===== src/rtl/mem_bist_pkg.sv =====
// Shared types and helpers for the memory BIST master.
// MEM_BIST_INV_PASS_EN adds the inverted-pattern write/read pass.
package mem_bist_pkg;

  typedef enum logic [2:0] {
    IDLE,
    WRITE,
    READ,
`ifdef MEM_BIST_INV_PASS_EN
    WRITE_INV,
    READ_INV,
`endif
    DRAIN,
    DONE
  } state_t;

  // Wide enough for any practical address/data width; callers truncate.
  localparam int PAT_W = 64;

  function automatic logic [PAT_W-1:0] pattern(input logic [PAT_W-1:0] a,
                                               input logic [PAT_W-1:0] seed);
    return a ^ seed;
  endfunction

endpackage


===== src/rtl/mem_bist_checker.sv =====
// Read-check pipeline: registers expected data/address with each read, compares
// against rdata one cycle later, counts mismatches and captures the first one.
module mem_bist_checker #(
  parameter int ADDR_WIDTH = 8,
  parameter int DATA_WIDTH = 8
) (
  input  logic                  clk,
  input  logic                  reset,
  input  logic                  clear,
  input  logic                  rd_issue,
  input  logic [ADDR_WIDTH-1:0] rd_addr,
  input  logic [DATA_WIDTH-1:0] rd_exp,
  input  logic [DATA_WIDTH-1:0] rdata,
  output logic [ADDR_WIDTH+1:0] err_count,
  output logic [ADDR_WIDTH-1:0] fail_addr,
  output logic [DATA_WIDTH-1:0] fail_data
);

  logic                  chk_vld;
  logic [ADDR_WIDTH-1:0] addr_q;
  logic [DATA_WIDTH-1:0] exp_q;
  logic                  mismatch;

  always_ff @(posedge clk or posedge reset) begin
    if (reset) begin
      chk_vld <= 1'b0;
      addr_q  <= '0;
      exp_q   <= '0;
    end else begin
      chk_vld <= rd_issue;
      if (rd_issue) begin
        addr_q <= rd_addr;
        exp_q  <= rd_exp;
      end
    end
  end

  // chk_vld keeps stale rdata (e.g. the memory's power-up fill) out of the compare.
  assign mismatch = chk_vld && (rdata != exp_q);

  always_ff @(posedge clk or posedge reset) begin
    if (reset) begin
      err_count <= '0;
      fail_addr <= '0;
      fail_data <= '0;
    end else if (clear) begin
      err_count <= '0;
      fail_addr <= '0;
      fail_data <= '0;
    end else if (mismatch) begin
      err_count <= err_count + 1'b1;
      if (err_count == '0) begin
        fail_addr <= addr_q;
        fail_data <= rdata;
      end
    end
  end

endmodule


===== src/rtl/mem_bist_master.sv =====
// March-style BIST initiator: writes pattern(a) = a ^ SEED everywhere, reads it back,
// reports pass/fail. Define MEM_BIST_INV_PASS_EN for an extra inverted-data pass.
module mem_bist_master
  import mem_bist_pkg::*;
#(
  parameter int                  ADDR_WIDTH = 8,
  parameter int                  DATA_WIDTH = 8,
  parameter logic [DATA_WIDTH-1:0] SEED     = 8'hA5
) (
  input  logic                  clk,
  input  logic                  reset,
  input  logic                  start,
  output logic                  busy,
  output logic                  done,
  output logic                  pass,
  output logic [ADDR_WIDTH+1:0] err_count,
  output logic [ADDR_WIDTH-1:0] fail_addr,
  output logic [DATA_WIDTH-1:0] fail_data,
  output logic [ADDR_WIDTH-1:0] mem_addr,
  output logic                  mem_wr_en,
  output logic                  mem_rd_en,
  output logic [DATA_WIDTH-1:0] mem_wdata,
  input  logic [DATA_WIDTH-1:0] mem_rdata
);

  localparam logic [ADDR_WIDTH-1:0] LAST = '1;

  state_t                state, state_nxt;
  logic [ADDR_WIDTH-1:0] cnt;
  logic                  accept;
  logic                  last;
  logic                  inv;
  logic [DATA_WIDTH-1:0] pat;
  logic [DATA_WIDTH-1:0] pat_cur;

  assign accept = start && (state == IDLE || state == DONE);
  assign last   = (cnt == LAST);

  always_ff @(posedge clk or posedge reset) begin
    if (reset) state <= IDLE;
    else       state <= state_nxt;
  end

  always_comb begin
    state_nxt = state;
    case (state)
      IDLE, DONE: if (start) state_nxt = WRITE;
      WRITE:      if (last)  state_nxt = READ;
`ifdef MEM_BIST_INV_PASS_EN
      READ:       if (last)  state_nxt = WRITE_INV;
      WRITE_INV:  if (last)  state_nxt = READ_INV;
      READ_INV:   if (last)  state_nxt = DRAIN;
`else
      READ:       if (last)  state_nxt = DRAIN;
`endif
      DRAIN:                 state_nxt = DONE;
      default:               state_nxt = IDLE;
    endcase
  end

  // Counter restarts on every phase change so each phase sweeps 0..DEPTH-1.
  always_ff @(posedge clk or posedge reset) begin
    if (reset)                   cnt <= '0;
    else if (state_nxt != state) cnt <= '0;
    else if (mem_wr_en || mem_rd_en) cnt <= cnt + 1'b1;
  end

  // Memory pins decode only from state/cnt flops, never from start or rdata.
  always_comb begin
    mem_wr_en = 1'b0;
    mem_rd_en = 1'b0;
    inv       = 1'b0;
    busy      = 1'b0;
    done      = 1'b0;
    case (state)
      WRITE:     begin mem_wr_en = 1'b1; busy = 1'b1; end
      READ:      begin mem_rd_en = 1'b1; busy = 1'b1; end
`ifdef MEM_BIST_INV_PASS_EN
      WRITE_INV: begin mem_wr_en = 1'b1; inv = 1'b1; busy = 1'b1; end
      READ_INV:  begin mem_rd_en = 1'b1; inv = 1'b1; busy = 1'b1; end
`endif
      DRAIN:     busy = 1'b1;
      DONE:      done = 1'b1;
      default:   ;
    endcase
  end

  assign pat       = DATA_WIDTH'(pattern(PAT_W'(cnt), PAT_W'(SEED)));
  assign pat_cur   = inv ? ~pat : pat;
  assign mem_addr  = (mem_wr_en || mem_rd_en) ? cnt : '0;
  assign mem_wdata = mem_wr_en ? pat_cur : '0;
  assign pass      = done && (err_count == '0);

  mem_bist_checker #(
    .ADDR_WIDTH (ADDR_WIDTH),
    .DATA_WIDTH (DATA_WIDTH)
  ) u_checker (
    .clk       (clk),
    .reset     (reset),
    .clear     (accept),
    .rd_issue  (mem_rd_en),
    .rd_addr   (cnt),
    .rd_exp    (pat_cur),
    .rdata     (mem_rdata),
    .err_count (err_count),
    .fail_addr (fail_addr),
    .fail_data (fail_data)
  );

endmodule

===== config.mk =====
export PLATFORM = sky130hd
export DESIGN_NAME = mem_bist_master
export DESIGN_NICKNAME = d
export VERILOG_FILES = /design/src/rtl/mem_bist_pkg.sv /design/src/rtl/mem_bist_checker.sv /design/src/rtl/mem_bist_master.sv
export SDC_FILE = /design/constraint.sdc
export NUM_CORES = 1
export LEC_CHECK = 0
export CAP_MARGIN = 20
export CORE_MARGIN = 5
export CORE_UTILIZATION = 51
export DETAILED_ROUTE_END_ITERATION = 12
export GPL_TIMING_DRIVEN = 1
export PLACE_DENSITY = 0.8
export SYNTH_ARGS = -nofsm -noshare
export SYNTH_HDL_FRONTEND = slang
export SYNTH_HIERARCHICAL = 1
export SYNTH_SLANG_ARGS = --single-unit
export TNS_END_PERCENT = 30

===== constraint.sdc =====
create_clock -name clk -period 2.96 [get_ports clk]
set_input_delay 0.444 -clock clk [delete_from_list [all_inputs] [get_ports clk]]
set_output_delay 0.444 -clock clk [all_outputs]
set_load 0.05 [all_outputs]

======== After elaboration in Yosys (flattened, before gate mapping) ========
Cells that the tools add are included.
cells by class
  equality and inequality tests ........... 7
  reduce and logical (&&, ||, !) cells .... 13
  add/subtract/negate cells ............... 2
  muxes and demuxes ....................... 20
  bitwise gates (word level) .............. 1
operators with widths
  kind                                                                    number
  8-bit two-way mux                                                       10
  10-bit two-way mux                                                      2
  3-bit one-hot mux with 4 select lines                                   1
  10-bit by 1-bit adder with 10-bit output (second input constant)        1
  10-bit logical NOT                                                      1
  3-bit two-way mux                                                       3
  8-bit by 1-bit adder with 8-bit output (second input constant)          1
  8-bit equality test (second input constant)                             1
  8-bit inequality test                                                   1
  3-bit by 2-bit equality test with 1-bit output (second input constant)  2
  2-bit nonzero test                                                      3
  1-bit two-way mux                                                       4
  4-bit NOT                                                               1
  3-bit by 1-bit equality test with 1-bit output (second input constant)  1
  3-bit equality test (second input constant)                             1
  1-bit logical AND                                                       3
  3-bit logical NOT                                                       1
  3-bit inequality test                                                   1
  3-bit OR reduction                                                      1
  1-bit logical OR                                                        2
  2-bit AND reduction                                                     1
  2-bit OR reduction                                                      1
storage, ports and cells
  flip-flop bits (word level) ............. 54
  output and inout bits ................... 47
  input port bits ......................... 11
  word-level logic and storage cells ...... 51

======== Longest topological paths before layout ========
  depth after elaboration ................. 5
  depth in mapped cells ................... 7
  gate-level depth less buffers ........... 6

======== Modules after synthesis ========
The synthesis kept the hierarchy.
modules (own cells, without submodules)
  module            seq. area each (um^2)  cells each  area an instance (um^2)  times used
  mem_bist_checker  1076.0                 158         1926.8                   1
  mem_bist_master   275.3                  96          782.0                    1

======== Worst setup path after synthesis ========
Ideal clock, no wire load.
  path kind ............................... flip-flop to flip-flop
  from .................................... reg state[2]
  to ...................................... reg u_checker.addr_q[0]
  stages on the path, launching flop included .. 8
  setup slack ............................. 0.415 ns
  clock period less this slack ............ 2.545 ns
  buffers on the path ..................... 4
  library setup time ...................... 0.125 ns
  data required time ...................... 2.835 ns
  arrival ................................. 2.421 ns
  path through ............................ dfrtp_1 -> buf_2 -> or3b_1 -> buf_2 -> inv_1 -> clkbuf_1 -> buf_1 -> mux2_2
on the way
  cells in the longest elaborated chain, start to end .. 2
RTL lines
  item                                            RTL line                source
  start, declared                                 mem_bist_master.sv:28   state_t state, state_nxt;
  start signal, assigned                          mem_bist_master.sv:41   else state <= state_nxt;
  3-bit by 2-bit equality test with 1-bit output  mem_bist_master.sv:75   case (state)
  1-bit two-way mux                               mem_bist_master.sv:75
  net mem_rd_en                                   mem_bist_master.sv:21   output logic mem_rd_en,
  end signal, assigned                            mem_bist_checker.sv:32  addr_q <= rd_addr;
  end, declared                                   mem_bist_checker.sv:20  logic [ADDR_WIDTH-1:0] addr_q;
The timed path passes the listed nets, and every way through them passes these cells.
A chain may end at the register's enable or synchronous reset.

======== Worst setup path in the final report ========
  from .................................... reg u_checker.err_count[7]
  to ...................................... out pass
on the way
  cells in the longest elaborated chain, start to end .. 2
RTL lines
  item                    RTL line                source
  start, declared         mem_bist_checker.sv:14  output logic [ADDR_WIDTH+1:0] err_count,
  start signal, assigned  mem_bist_checker.sv:51  err_count <= err_count + 1'b1;
  10-bit logical NOT      mem_bist_master.sv:92   assign pass = done && (err_count == '0);
  1-bit logical AND       mem_bist_master.sv:92
  end, declared           mem_bist_master.sv:15   output logic pass,
Every way passes these cells.

==> flow_summary.ini <==
[finish]
area_growth_pct = 27.34
multiInputGateArea_um2 = 1230
insertedDiodeCount = 0
fin_util_pct = 67.11
final_net_count = 324
layout-drive-gt1-share_pct = 11.00
sequential_cell_area_um2 = 1351
design_area_um2 = 3450
fin_cells = 379
final_layout_fill_cell_count = 432

[grt]
grt_start_max_net_pins = 44
grt_pass1_vias = 2148
antenna_found_initial = 0
wire_length_of_the_first_global_routing_pass_um = 10770
grt_remaining_overflow = 0
grt.total_usage_pct = 18.88

[route]
detail_route.drc_violations = 0
routed_wl_um = 6444
avgRoutedWirePerCell_um = 17.00
drt.antenna.violating_nets = 0
routed_via_density = 5.821
dr_total_vias = 2206
iteration_0_drc_markers = 155
drtPass1Iterations = 4

[clock_tree]
postCtsSetupBuffers = 0
clock-root-buffer = sky130_fd_sc_hd__clkbuf_8
clkSlewWorstSetupHoldPaths_ps = 90
maximum_count_of_clock_buffers_along_a_single_path = 2
clock_latency_ps = 300
cts.sinks = 54
cts_tree = built
cts_buffers = 5
post_cts_hold_buffer_count = 0
htree_num_levels = 2

[timing]
final_setup_violation_count = 0
timing.max_slew.rel_slack_pct = 55.03
post-route-period-util_pct = 96.12
post_route_minimum_period_ps = 2845
fin_worst_hold_slack_ps = 462.9
hold_viol_final = 0
worstMarginPinSlew_ps = 673.9
finalMaxSlewViolations = 0
setup-tns-final_ps = 0
postLayoutSetupSlackWorst_ps = 114.9
worst_clock_skew_ps = 7.007
rsz0062_at_grt = no
fmax_ghz = 0.3515

[synthesis]
post_synth_main_area_contributors = sky130_fd_sc_hd__dfrtp_1 50%, sky130_fd_sc_hd__mux2_2 6.7%, sky130_fd_sc_hd__mux2i_1 6.3%
synthDominantCellAreaShare_pct = 49.88
syn_avg_cell_area_um2 = 10.66
synth.ff_latch_count = 54
dominant_register_cell_in_the_synthesized_netlist = sky130_fd_sc_hd__dfrtp_1
number_of_enable_flip_flop_cells_after_synthesis = 0
ys_types = 42
ys_async_sr_fraction_pct = 100.0
netlist_top_cells_count = 54 x sky130_fd_sc_hd__dfrtp_1, 27 x sky130_fd_sc_hd__nor2_1, 17 x sky130_fd_sc_hd__mux2i_1
synth-warning-count = 6
post-synth-top-area-cell = sky130_fd_sc_hd__dfrtp_1
synth_nets = 268
yosysMostFrequentCell = sky130_fd_sc_hd__dfrtp_1
netlist_area_um2 = 2709
synth_seq_area_share_pct = 49.88
post_synth_inst_count = 254

[placement]
gp_congestion = 0.7929
post-place-ws_ps = 187.2
dp_hpwl_um = 4623
port_buf_inserts = 57
postPlaceCellArea_um2 = 3332
placed_cells = 372

[worst_setup_path]
cp_data_arrival_time_ps = 2400
startpoint_type = flop
crit_fanout = 7
timing_worst_setup_path_type = reg -> out
setup.worst_path.end_class = output port
timing.critical_path.required_ps = 2520

[run_status]
status = finished, final reports clean

[power_and_ir_drop]
combinational_power_share_pct = 32.0
power.share.sequential_pct = 46.6
p_per_area_nw_per_um2 = 537.5
power.static_leakage_nw = 1.651
intPower_mw = 1.150
peakVddDrop_uv = 524.1
power.share.clock_pct = 21.4
power_mw = 1.854
power.switching_fraction_pct = 37.98
power.switching_mw = 0.7043

[floorplan]
num_io_pins = 58
die_w_um = 82.88
fp.dieH_um = 82.88
area_of_the_placeable_core_um2 = 5140
initial_utilization_pct = 52.70
std_cell_rows = 26
die_area_um2 = 6869

[flow_run]
max_cap_violations = 0

[hold_path]
hold_path.class = in -> async
## power by group through the flow
stage               clock network, mW  logic (mW)  registers, mW
finish                          0.397       0.593          0.864
global route                    0.435       0.632          0.873
CTS                             0.411       0.601          0.863
detailed placement                  0       0.609          0.877
global placement                    0       0.601          0.877
floorplan                           0       0.372          0.892
## cells by family after synthesis
family / after synthesis / share of synthesized area (%)
muxes: 33 / 12.93
DFF: 54 / 49.88
xor gates and xnor gates: 12 / 3.880
and+or+nand+nor: 82 / 16.49
buffers and inverters: 28 / 4.711
AOI/OAI and AO/OA: 42 / 10.72
adders and majority gates: 3 / 1.386
## worst max-delay path, cell delays in order, from the launching register on
cell	delay, ps
sky130_fd_sc_hd__dfrtp_1	460
sky130_fd_sc_hd__or4_1	550
sky130_fd_sc_hd__nor3_1	120
sky130_fd_sc_hd__and3_1	170
sky130_fd_sc_hd__clkdlybuf4s50_1	800
## placed cells by master (no fill, tap or decap), drive strengths merged, types with 9 or more instances in the layout
cell           netlist  final
xor2                 9      9
inv                 15     15
nand2                9      9
dlymetal6s2s         0     10
nor2                27     27
dfrtp               54     54
o21ai               10     10
clkdlybuf4s50        0     42
a21oi               11     11
mux2                16     16
mux2i               17     17
## flip-flops by register name, summed over array words and instances, names as in the netlist
signal               cells
u_checker/err_count     10
cnt                      8
u_checker/addr_q         8
u_checker/exp_q          8
u_checker/fail_addr      8
u_checker/fail_data      8
state                    3
u_checker/chk_vld        1
## layer usage
layer  global-route usage [%]  routed length, um
met1                    24.86               2691
met2                    31.41               3277
met3                    4.851                406
met5                        0                  0
met4                    4.160                 70
## repair_timing
item,in CTS,in global routing
hold endpoints to repair,0,0
gates resized for setup,4,10
endpoints found under the setup margin,4,10
## final cells by class
cell class / instances / area share, %
sequential: 54 / 39.17
clock buffer: 6 / 2.394
inverter: 16 / 1.741
timing repair buffer: 61 / 18.50
multi-input combinational: 172 / 35.65
tap: 70 / 2.539
## worst paths after layout
kind,slack [ps],depth (start not counted),from,endpoint
worst max-delay path,110,4,u_checker/err_count[7]$_DFFE_PP0P_,pass
worst min-delay path,460,2,reset,state[0]$_DFF_PP0_
worst max register to register,850,6,u_checker/err_count[3]$_DFFE_PP0P_,u_checker/fail_addr[2]$_DFFE_PP0P_
worst min register to register,520,1,u_checker/addr_q[5]$_DFFE_PP0P_,u_checker/addr_q[5]$_DFFE_PP0P_
max in group asynchronous,1970,3,reset,u_checker/err_count[8]$_DFFE_PP0P_
min in group clk,520,1,u_checker/addr_q[5]$_DFFE_PP0P_,u_checker/addr_q[5]$_DFFE_PP0P_
(Power assumes the default switching activity.)
